`src/rtl/ps2_key_receiver_pkg.sv`:
```
// rtl/ps2_key_receiver_pkg.sv - shared PS/2 constants, frame state type and parity helper
//
// Purpose: definitions shared by the PS/2 receiver files.
//   PS2_EXT / PS2_BRK : scan-code set 2 prefix bytes (extended, break)
//   frame_state_e     : frame FSM states
//   odd_parity_ok()   : 1 when data bits plus parity bit hold an odd count of ones
package ps2_key_receiver_pkg;

  localparam logic [7:0] PS2_EXT = 8'hE0;
  localparam logic [7:0] PS2_BRK = 8'hF0;

  typedef enum logic [1:0] {
    ST_IDLE   = 2'd0,
    ST_DATA   = 2'd1,
    ST_PARITY = 2'd2,
    ST_STOP   = 2'd3
  } frame_state_e;

  function automatic logic odd_parity_ok(input logic [7:0] data, input logic par);
    return ^{data, par};
  endfunction

endpackage

```
`src/rtl/ps2_line_filter.sv`:
```
// rtl/ps2_line_filter.sv - PS/2 pin synchronizer, clock glitch filter and falling-edge strobe
//
// Purpose: brings the asynchronous PS/2 pins into the clk domain and turns the
// filtered ps2_clk falling edge into a single-cycle sample strobe.
// Ports:
//   clk, rst        system clock, synchronous active-high reset
//   ps2_clk_i       raw PS/2 clock pin
//   ps2_data_i      raw PS/2 data pin
//   fall_strobe_o   one-cycle pulse when the filtered clock goes 1 -> 0
//   data_sync_o     synchronized ps2_data, valid to sample with fall_strobe_o
module ps2_line_filter #(
  parameter int FILTER_LEN = 8
) (
  input  logic clk,
  input  logic rst,
  input  logic ps2_clk_i,
  input  logic ps2_data_i,
  output logic fall_strobe_o,
  output logic data_sync_o
);

  localparam int CW = $clog2(FILTER_LEN + 1);

  logic [1:0]    clk_sync_q;
  logic [1:0]    data_sync_q;
  logic          filt_q;
  logic [CW-1:0] cnt_q;
  logic          strobe_q;

  always_ff @(posedge clk) begin
    if (rst) begin
      clk_sync_q  <= 2'b11;
      data_sync_q <= 2'b11;
      filt_q      <= 1'b1;
      cnt_q       <= '0;
      strobe_q    <= 1'b0;
    end else begin
      clk_sync_q  <= {clk_sync_q[0], ps2_clk_i};
      data_sync_q <= {data_sync_q[0], ps2_data_i};
      strobe_q    <= 1'b0;
      // cnt_q counts consecutive samples that disagree with the filtered level;
      // any agreeing sample restarts the run, so short glitches never toggle it.
      if (clk_sync_q[1] == filt_q) begin
        cnt_q <= '0;
      end else if (cnt_q == CW'(FILTER_LEN - 1)) begin
        filt_q   <= clk_sync_q[1];
        cnt_q    <= '0;
        strobe_q <= filt_q;   // filtered level was 1, so this is a falling edge
      end else begin
        cnt_q <= cnt_q + CW'(1);
      end
    end
  end

  assign fall_strobe_o = strobe_q;
  assign data_sync_o   = data_sync_q[1];

endmodule

```
`src/rtl/ps2_key_receiver.sv`:
```
// rtl/ps2_key_receiver.sv - PS/2 keyboard frame receiver and scan-code set 2 decoder
//
// Purpose: receives 11-bit PS/2 frames and turns scan-code set 2 bytes into
// single-cycle make/break events for the key-control logic.
// Ports:
//   clk, rst            system clock, synchronous active-high reset
//   ps2_clk, ps2_data   raw PS/2 pins (asynchronous)
//   key                 last decoded scan code, holds between events
//   key_pressed         one-cycle pulse on a make code
//   key_released        one-cycle pulse on a break code
//   key_ext             current key carried an E0 prefix
//   frame_error         one-cycle pulse on parity, stop-bit or timeout failure
module ps2_key_receiver
  import ps2_key_receiver_pkg::*;
#(
  parameter int FILTER_LEN     = 8,
  parameter int TIMEOUT_CYCLES = 10000,
  parameter int REPEAT_EN      = 1
) (
  input  logic       clk,
  input  logic       rst,
  input  logic       ps2_clk,
  input  logic       ps2_data,
  output logic [7:0] key,
  output logic       key_pressed,
  output logic       key_released,
  output logic       key_ext,
  output logic       frame_error
);

  localparam int TW = $clog2(TIMEOUT_CYCLES + 1);

  logic strobe;
  logic data_s;

  ps2_line_filter #(
    .FILTER_LEN (FILTER_LEN)
  ) u_filter (
    .clk           (clk),
    .rst           (rst),
    .ps2_clk_i     (ps2_clk),
    .ps2_data_i    (ps2_data),
    .fall_strobe_o (strobe),
    .data_sync_o   (data_s)
  );

  frame_state_e  state_q;
  logic [2:0]    bit_cnt_q;
  logic [7:0]    shift_q;
  logic          par_q;
  logic [TW-1:0] to_cnt_q;
  logic          ext_pend_q;
  logic          brk_pend_q;
  logic          held_v_q;
  logic [7:0]    held_key_q;
  logic          held_ext_q;
  logic [7:0]    key_q;
  logic          ext_q;
  logic          kp_q;
  logic          kr_q;
  logic          fe_q;

  logic held_match;
  assign held_match = held_v_q && (held_key_q == shift_q) && (held_ext_q == ext_pend_q);

  always_ff @(posedge clk) begin
    if (rst) begin
      state_q    <= ST_IDLE;
      bit_cnt_q  <= '0;
      shift_q    <= '0;
      par_q      <= 1'b0;
      to_cnt_q   <= '0;
      ext_pend_q <= 1'b0;
      brk_pend_q <= 1'b0;
      held_v_q   <= 1'b0;
      held_key_q <= '0;
      held_ext_q <= 1'b0;
      key_q      <= '0;
      ext_q      <= 1'b0;
      kp_q       <= 1'b0;
      kr_q       <= 1'b0;
      fe_q       <= 1'b0;
    end else begin
      kp_q <= 1'b0;
      kr_q <= 1'b0;
      fe_q <= 1'b0;

      // Counts strobe-free cycles while a frame is open.
      if (state_q == ST_IDLE || strobe) to_cnt_q <= '0;
      else                              to_cnt_q <= to_cnt_q + TW'(1);

      case (state_q)
        ST_IDLE: begin
          if (strobe && !data_s) begin
            state_q   <= ST_DATA;
            bit_cnt_q <= '0;
          end
        end
        ST_DATA: begin
          if (strobe) begin
            shift_q   <= {data_s, shift_q[7:1]};
            bit_cnt_q <= bit_cnt_q + 3'd1;
            if (bit_cnt_q == 3'd7) state_q <= ST_PARITY;
          end
        end
        ST_PARITY: begin
          if (strobe) begin
            par_q   <= data_s;
            state_q <= ST_STOP;
          end
        end
        ST_STOP: begin
          if (strobe) begin
            state_q <= ST_IDLE;
            if (odd_parity_ok(shift_q, par_q) && data_s) begin
              if (shift_q == PS2_EXT) begin
                ext_pend_q <= 1'b1;
              end else if (shift_q == PS2_BRK) begin
                brk_pend_q <= 1'b1;
              end else begin
                ext_pend_q <= 1'b0;
                brk_pend_q <= 1'b0;
                if (brk_pend_q) begin
                  kr_q  <= 1'b1;
                  key_q <= shift_q;
                  ext_q <= ext_pend_q;
                  if (held_match) held_v_q <= 1'b0;
                end else begin
                  // A typematic repeat of the held key is swallowed when repeats are off.
                  if (REPEAT_EN != 0 || !held_match) begin
                    kp_q  <= 1'b1;
                    key_q <= shift_q;
                    ext_q <= ext_pend_q;
                  end
                  held_v_q   <= 1'b1;
                  held_key_q <= shift_q;
                  held_ext_q <= ext_pend_q;
                end
              end
            end else begin
              fe_q       <= 1'b1;
              ext_pend_q <= 1'b0;
              brk_pend_q <= 1'b0;
            end
          end
        end
        default: state_q <= ST_IDLE;
      endcase

      // A strobe in the same cycle always wins over the timeout.
      if (state_q != ST_IDLE && !strobe && to_cnt_q == TW'(TIMEOUT_CYCLES - 1)) begin
        state_q    <= ST_IDLE;
        fe_q       <= 1'b1;
        ext_pend_q <= 1'b0;
        brk_pend_q <= 1'b0;
      end
    end
  end

  assign key          = key_q;
  assign key_ext      = ext_q;
  assign key_pressed  = kp_q;
  assign key_released = kr_q;
  assign frame_error  = fe_q;

endmodule

```
`config.mk`:
```
export PLATFORM = sky130hd
export DESIGN_NAME = ps2_key_receiver
export DESIGN_NICKNAME = d
export VERILOG_FILES = /design/src/rtl/ps2_key_receiver_pkg.sv /design/src/rtl/ps2_line_filter.sv /design/src/rtl/ps2_key_receiver.sv
export SDC_FILE = /design/constraint.sdc
export NUM_CORES = 1
export LEC_CHECK = 0
export ABC_AREA = 1
export BUFFER_PORTS_ARGS = -buffer_cell sky130_fd_sc_hd__buf_2
export CAP_MARGIN = 5
export CORE_MARGIN = 3
export CORE_UTILIZATION = 55
export DETAILED_ROUTE_END_ITERATION = 8
export PLACE_DENSITY = 0.74
export SLEW_MARGIN = 20
export SYNTH_ARGS = -nofsm -noshare
export SYNTH_HDL_FRONTEND = slang
export SYNTH_HIERARCHICAL = 1
export SYNTH_SLANG_ARGS = --single-unit
```
`constraint.sdc`:
```
create_clock -name clk -period 2.75 [get_ports clk]
set_input_delay 0.4125 -clock clk [delete_from_list [all_inputs] [get_ports clk]]
set_output_delay 0.4125 -clock clk [all_outputs]
set_load 0.005 [all_outputs]
```
Word level (Yosys, flattened, before mapping)
Cells that the tools add are included.

word-level totals
  output and inout port bits = 12
  register bits = 52
  word-level logic and storage cells = 88

cells by class
  multiplexer cells = 21
  equal/unequal tests = 16
  reductions and logical operators = 24
  bitwise gates (word level) = 7
  $add $sub $neg = 3

operators with widths
  cell                   count
  $eq 8x8->1 const B     2
  $add 14x1->14 const B  1
  $eq 14x14->1 const B   1
  $mux 1                 12
  $mux 2                 5
  $reduce_and 5->1       2
  $reduce_and 3->1       3
  $reduce_xor 9->1       1
  $ne 2x1->1 const B     4
  $pmux 2 s4             1
  $not 1->1              7
  $mux 3                 2
  $pmux 3 s2             1
  $reduce_and 2->1       3
  $reduce_or 3->1        2
  $reduce_or 6->1        1
  $add 4x1->4 const B    1
  $eq 2x2->1 const B     2
  $eq 4x3->1 const B     1
  $logic_and 1x1->1      4
  $ne 2x2->1 const B     2
  $reduce_bool 2->1      2
  $reduce_or 2->1        2
  $add 3x1->3 const B    1
  7 further kinds        8

Logic depth before layout (Yosys ltp)
  depth in word-level cells = 6
  mapped depth = 13
  gate-level depth less buffers = 12

Hierarchy
The synthesis kept the hierarchy.

modules (own cells, without submodules)
  module            area each (µm²)  times used  cells each  sequential area each (µm²)
  ps2_key_receiver  2010.7           1           279         840.8
  ps2_line_filter   340.3            1           35          200.2

Worst setup path after synthesis
OpenSTA, ideal clock, no wires.

  kind = register -> register
  from = reg state_q[0]
  to = reg to_cnt_q[9]
  arrival = 1.471 ns
  data required time = 2.692 ns
  setup time = 0.058 ns
  cell stages (with the launch flop) = 9
  path slack = 1.222 ns
  path through = dfxtp_1 > inv_1 > ha_1 > inv_1 > nand2_1 > nor2_1 > clkinv_1 > a31oi_1 > o21a_1

on the way
  longest elaborated chain between the ends = 3

ends and longest elaborated chain
  item                              RTL line                 RTL
  start, declared                   ps2_key_receiver.sv:47   frame_state_e state_q;
  start signal, assigned            ps2_key_receiver.sv:68   state_q <= ST_IDLE;
  start signal, assigned            ps2_key_receiver.sv:95   state_q <= ST_DATA;
  start signal, assigned            ps2_key_receiver.sv:103  if (bit_cnt_q == 3'd7) state_q <= ST_PARITY;
  $logic_not 2->1                   ps2_key_receiver.sv:89   if (state_q == ST_IDLE || strobe) to_cnt_q <= '0;
  $logic_or 1x1->1                  ps2_key_receiver.sv:89
  $reduce_or 2->1 (no source line)  --
  end signal, assigned              ps2_key_receiver.sv:90   else to_cnt_q <= to_cnt_q + TW'(1);
  end, declared                     ps2_key_receiver.sv:51   logic [TW-1:0] to_cnt_q;

Every way passes these cells.
A chain may end at the register's enable or synchronous reset.

Worst setup path after layout
Same ends and word-level chain as after synthesis.

==> results.txt <==
* Outcome: finished, final reports clean
- Worst-path fanout max: 9
- Post-CTS resize count: 0
* Post-Synthesis Cell Area: 0.00235 mm2
* Reg-to-reg slack, setup: 0.93 ns
- Number of distinct library cell variants in the gate-level netlist after synthesis: 34
- The net count of the finished layout is 345.
- Final hold analysis gives a worst-case slack of 0.286 ns.
* Post-layout min period: 1.82 ns
* Routability-driven placement congestion ratio: 0.904
- Routed via count divided by cell count: 5.13
- For this run, the top clock speed supported by timing is 0.550 GHz.
- Crit path capture type: flop
- The first global-routing pass estimated 7210 um of wire.
* Launching instance or port of the critical path: state_q[0]
* Number of storage elements in the synthesis netlist: 52
* Final setup vio count: 0
* Pin count of the biggest net entering global routing: 25
- Total number of vias: 1964
- The die is 71.4 um wide.
- For this run, global-route usage on met2 was measured as 29.4%.
- Critical path, cell by cell: inv_1, ha_1, inv_1, nand2_1, nor2_1, clkinv_1, a31oi_1, o21a_1
- Together, buffers and inverters on the worst path number 3.
- Count of placed standard cells in the final layout, fillers left out: 383
* Worst slew pin tran: 0.441 ns
- The largest individual stage delay along the critical path comes from the cell sky130_fd_sc_hd__dfxtp_1.
- Yosys printed 6 warnings.
* Reg-to-Reg End: to_cnt_q[9]
- Of the synthesized area, sequential elements account for 44.3%.
* Cell type with the highest occurrence count on the critical path: sky130_fd_sc_hd__inv_1
- The number of nets in the synthesized netlist is 327.
- Pin placement for this block handled 16 I/O pins.
- Summed over all failing endpoints, the final setup total negative slack is 0 ns.
- Relative to the synthesized area, the layout overhead comes to 9.47%.
* # Post-CTS Setup Buffers: 0
* Detailed-route wire length: 4210 um
- Effective utilization at floorplan: 57.9%
- Clock-pin slew was measured on the worst setup and hold paths at 0.09 ns.
* Capture point of the critical path: to_cnt_q[9]
* Unrepaired setup endpoints after global routing: false
* Worst IR Drop VDD: 0.315 mV
* Clock sinks: 52
- The synthesized design spends more area on one cell type than any other, namely sky130_fd_sc_hd__dfxtp_1.
* Number of iterations in the first detailed-routing pass: 4
- Cells after synthesis: 314
* Hold buffers post-CTS: 0
* Static power due to leakage: 1.07 nW
- The tool flagged a number of max-cap violations equal to 0.
* Total GRT Usage: 17.8%
* Number of H-tree branching levels: 2
* Total congestion overflow after global routing: 0
* Met3 layer usage reported by global route: 4.63%
- Power spread over the standard cell area amounts to 499 mW/mm2.
* Worst-case clock skew: 0.00724 ns
- Counting buffers and inverters, the worst setup path is 8 cells deep.
* Die outline height: 71.4 um
- The detail route stage leaves a number of antenna-violating nets equal to 0.
- Number of buffers between clock root and the deepest sink: 2
- For the worst flop-to-flop path, the logic depth is 8.
* Number of global-route vias before repair: 1773
- The floorplan step defined a die boundary enclosing 0.00510 mm2.
- The post-route netlist has 12.3% of its cells at a drive strength greater than 1.
- For this block, the initial DRC count from the detailed router was 98.
- STA puts the critical path data arrival time at 2.08 ns.
* Latest clock arrival within the worst-skew pair: 0.31 ns
- Overall power consumption after layout is estimated at 1.28 mW.
- The core region is 0.00406 mm2.
- Stage delay of the slowest cell on the critical path: 0.39 ns
- The initialized floorplan defines 23 standard-cell rows.
* Number of max-slew violations in the final report: 0
- Layout Utilization: 63.4%
- The initial antenna violation count was 0.
- Post-DP HPWL: 3140 um
- Antenna diode instance count: 0
- Port buffer count: 15
- Mean instance size in the synthesized netlist: 7.49 um2
- The critical path is of the flop to flop type.
- The hold violation total from the final report came to 0.
* Final clock period utilization by the worst path: 66.1%
- Met1 usage: 21.6%
- Routed wirelength normalized by instance count: 11.0 um
- Required time at the worst-slack endpoint: 3.01 ns
* CTS tree: done
* CTS root buffer: sky130_fd_sc_hd__clkbuf_8
- The tightest min-delay check is of the input port to flop type.
* Top cells by area in the synthesized netlist: sky130_fd_sc_hd__dfxtp_1 (44%), sky130_fd_sc_hd__nand2_1 (11%), sky130_fd_sc_hd__a21oi_1 (6.6%), sky130_fd_sc_hd__inv_1 (5.1%), sky130_fd_sc_hd__nor2_1 (5.1%)
- Cell count after placement: 375
- After synthesis, the largest area contributor takes up 44.3% of total cell area.
* Tightest slew margin relative to the limit: 70.6%
- For this run, design rule violations remaining after detail routing come to 0.
* Startpoint of the lowest-slack register-to-register path: state_q[0]
* Global route hottest layer: met2
- STA classifies the critical path startpoint as a flop.
* Inserted Clock Buffers: 5
* Kind of cell adding the most delay to the critical path: buffers and inverters
-- worst min path at each step --
| stage | from | endpoint | cells after the start |
|---|---|---|---|
| floorplan | u_filter/clk_sync_q[0] | u_filter/clk_sync_q[1] | 1 |
| global placement | u_filter/data_sync_q[0] | u_filter/data_sync_q[1] | 1 |
| detailed placement | u_filter/clk_sync_q[0] | u_filter/clk_sync_q[1] | 1 |
| CTS | ps2_data | u_filter/data_sync_q[0] | 2 |
| global route | ps2_clk | u_filter/clk_sync_q[0] | 2 |
| finish | ps2_data | u_filter/data_sync_q[0] | 2 |
-- Yosys cell counts --
cell type / count
sky130_fd_sc_hd__o211a_1: 1
sky130_fd_sc_hd__a221oi_1: 1
sky130_fd_sc_hd__nand4_1: 8
sky130_fd_sc_hd__nand3_1: 22
sky130_fd_sc_hd__nand3b_1: 2
sky130_fd_sc_hd__buf_6: 1
sky130_fd_sc_hd__o21bai_1: 1
sky130_fd_sc_hd__clkbuf_1: 3
sky130_fd_sc_hd__nor3b_1: 1
sky130_fd_sc_hd__nand2_4: 1
sky130_fd_sc_hd__inv_1: 32
sky130_fd_sc_hd__a31oi_1: 1
sky130_fd_sc_hd__nor4_1: 1
sky130_fd_sc_hd__inv_4: 1
sky130_fd_sc_hd__nor3_2: 2
sky130_fd_sc_hd__or2_1: 1
sky130_fd_sc_hd__xnor2_1: 3
sky130_fd_sc_hd__o21ai_0: 14
sky130_fd_sc_hd__nor2_2: 1
sky130_fd_sc_hd__o21a_1: 1
sky130_fd_sc_hd__a21oi_1: 31
sky130_fd_sc_hd__or2_2: 4
sky130_fd_sc_hd__nor2_1: 32
sky130_fd_sc_hd__and2_1: 2
sky130_fd_sc_hd__ha_1: 9
sky130_fd_sc_hd__a211oi_1: 1
sky130_fd_sc_hd__nor3_1: 4
sky130_fd_sc_hd__inv_2: 5
sky130_fd_sc_hd__xor2_1: 1
sky130_fd_sc_hd__nand3_2: 4
sky130_fd_sc_hd__dfxtp_1: 52
sky130_fd_sc_hd__clkinv_1: 1
sky130_fd_sc_hd__nand2_1: 69
sky130_fd_sc_hd__a21oi_2: 1
-- registers in the layout (all words and copies together), names as in the netlist, 2 cells and up --
register              cells
u_filter/data_sync_q      2
shift_q                   8
u_filter/clk_sync_q       2
bit_cnt_q                 3
to_cnt_q                 14
state_q                   2
key                       8
u_filter/cnt_q            4
-- layout by cell type (no fill, tap or decap), types with 5 or more instances in the layout --
cell type	count
sky130_fd_sc_hd__nand3_1	22
sky130_fd_sc_hd__clkbuf_8	5
sky130_fd_sc_hd__a21oi_1	31
sky130_fd_sc_hd__buf_2	15
sky130_fd_sc_hd__dfxtp_1	52
sky130_fd_sc_hd__inv_2	5
sky130_fd_sc_hd__nand2_1	69
sky130_fd_sc_hd__nor2_1	32
sky130_fd_sc_hd__ha_1	9
sky130_fd_sc_hd__nand4_1	8
sky130_fd_sc_hd__o21ai_0	14
sky130_fd_sc_hd__inv_1	32
-- per-stage QoR --
stage | worst slack, ns | instance area [um2]
after floorplan | 1.22 | 2350
after global placement | 1.02 | 2470
after detailed placement | 0.944 | 2470
after CTS | 0.923 | 2570
after global routing | 0.678 | 2570
final | 0.931 | 2570
-- metal layers --
metal / routed length [um] / share of wire (%) / vias up
met1: 1980 / 47 / 865
met3: 183 / 4.3 / 9
met2: 1950 / 46 / 33
met5: 0 / 0 / -
met4: 95 / 2.3 / 0
li1: - / - / 1057
-- cell families (layout without fill, tap and decap cells) --
group	count (synthesis)	after routing	share of synthesized area [%]
xor gates and xnor gates	4	4	1.49
adders and majority gates	9	9	4.79
DFF	52	52	44.3
buffers and inverters	43	62	7.29
and+or+nand+nor	154	154	30.2
AOI/OAI and AO/OA	52	52	12.0
-- layout make-up --
class / instances / area, um2
Clock inverter: 2 / 35.0
Fill cell: 371 / 1480
Timing Repair Buffer: 15 / 75.1
Multi-Input combinational cell: 219 / 1140
Sequential cell: 52 / 1040
Clock buffer: 6 / 72.6
Inverter: 39 / 149
Tap cell: 50 / 62.6
-- report_power, final --
part / switching, mW / internal (mW) / leakage, nW
clock: 0.241 / 0.270 / 0.0552
combinational: 0.0114 / 0.00531 / 0.597
sequential: 0.00184 / 0.755 / 0.420
Note: power is estimated with default switching activity, not from simulation.
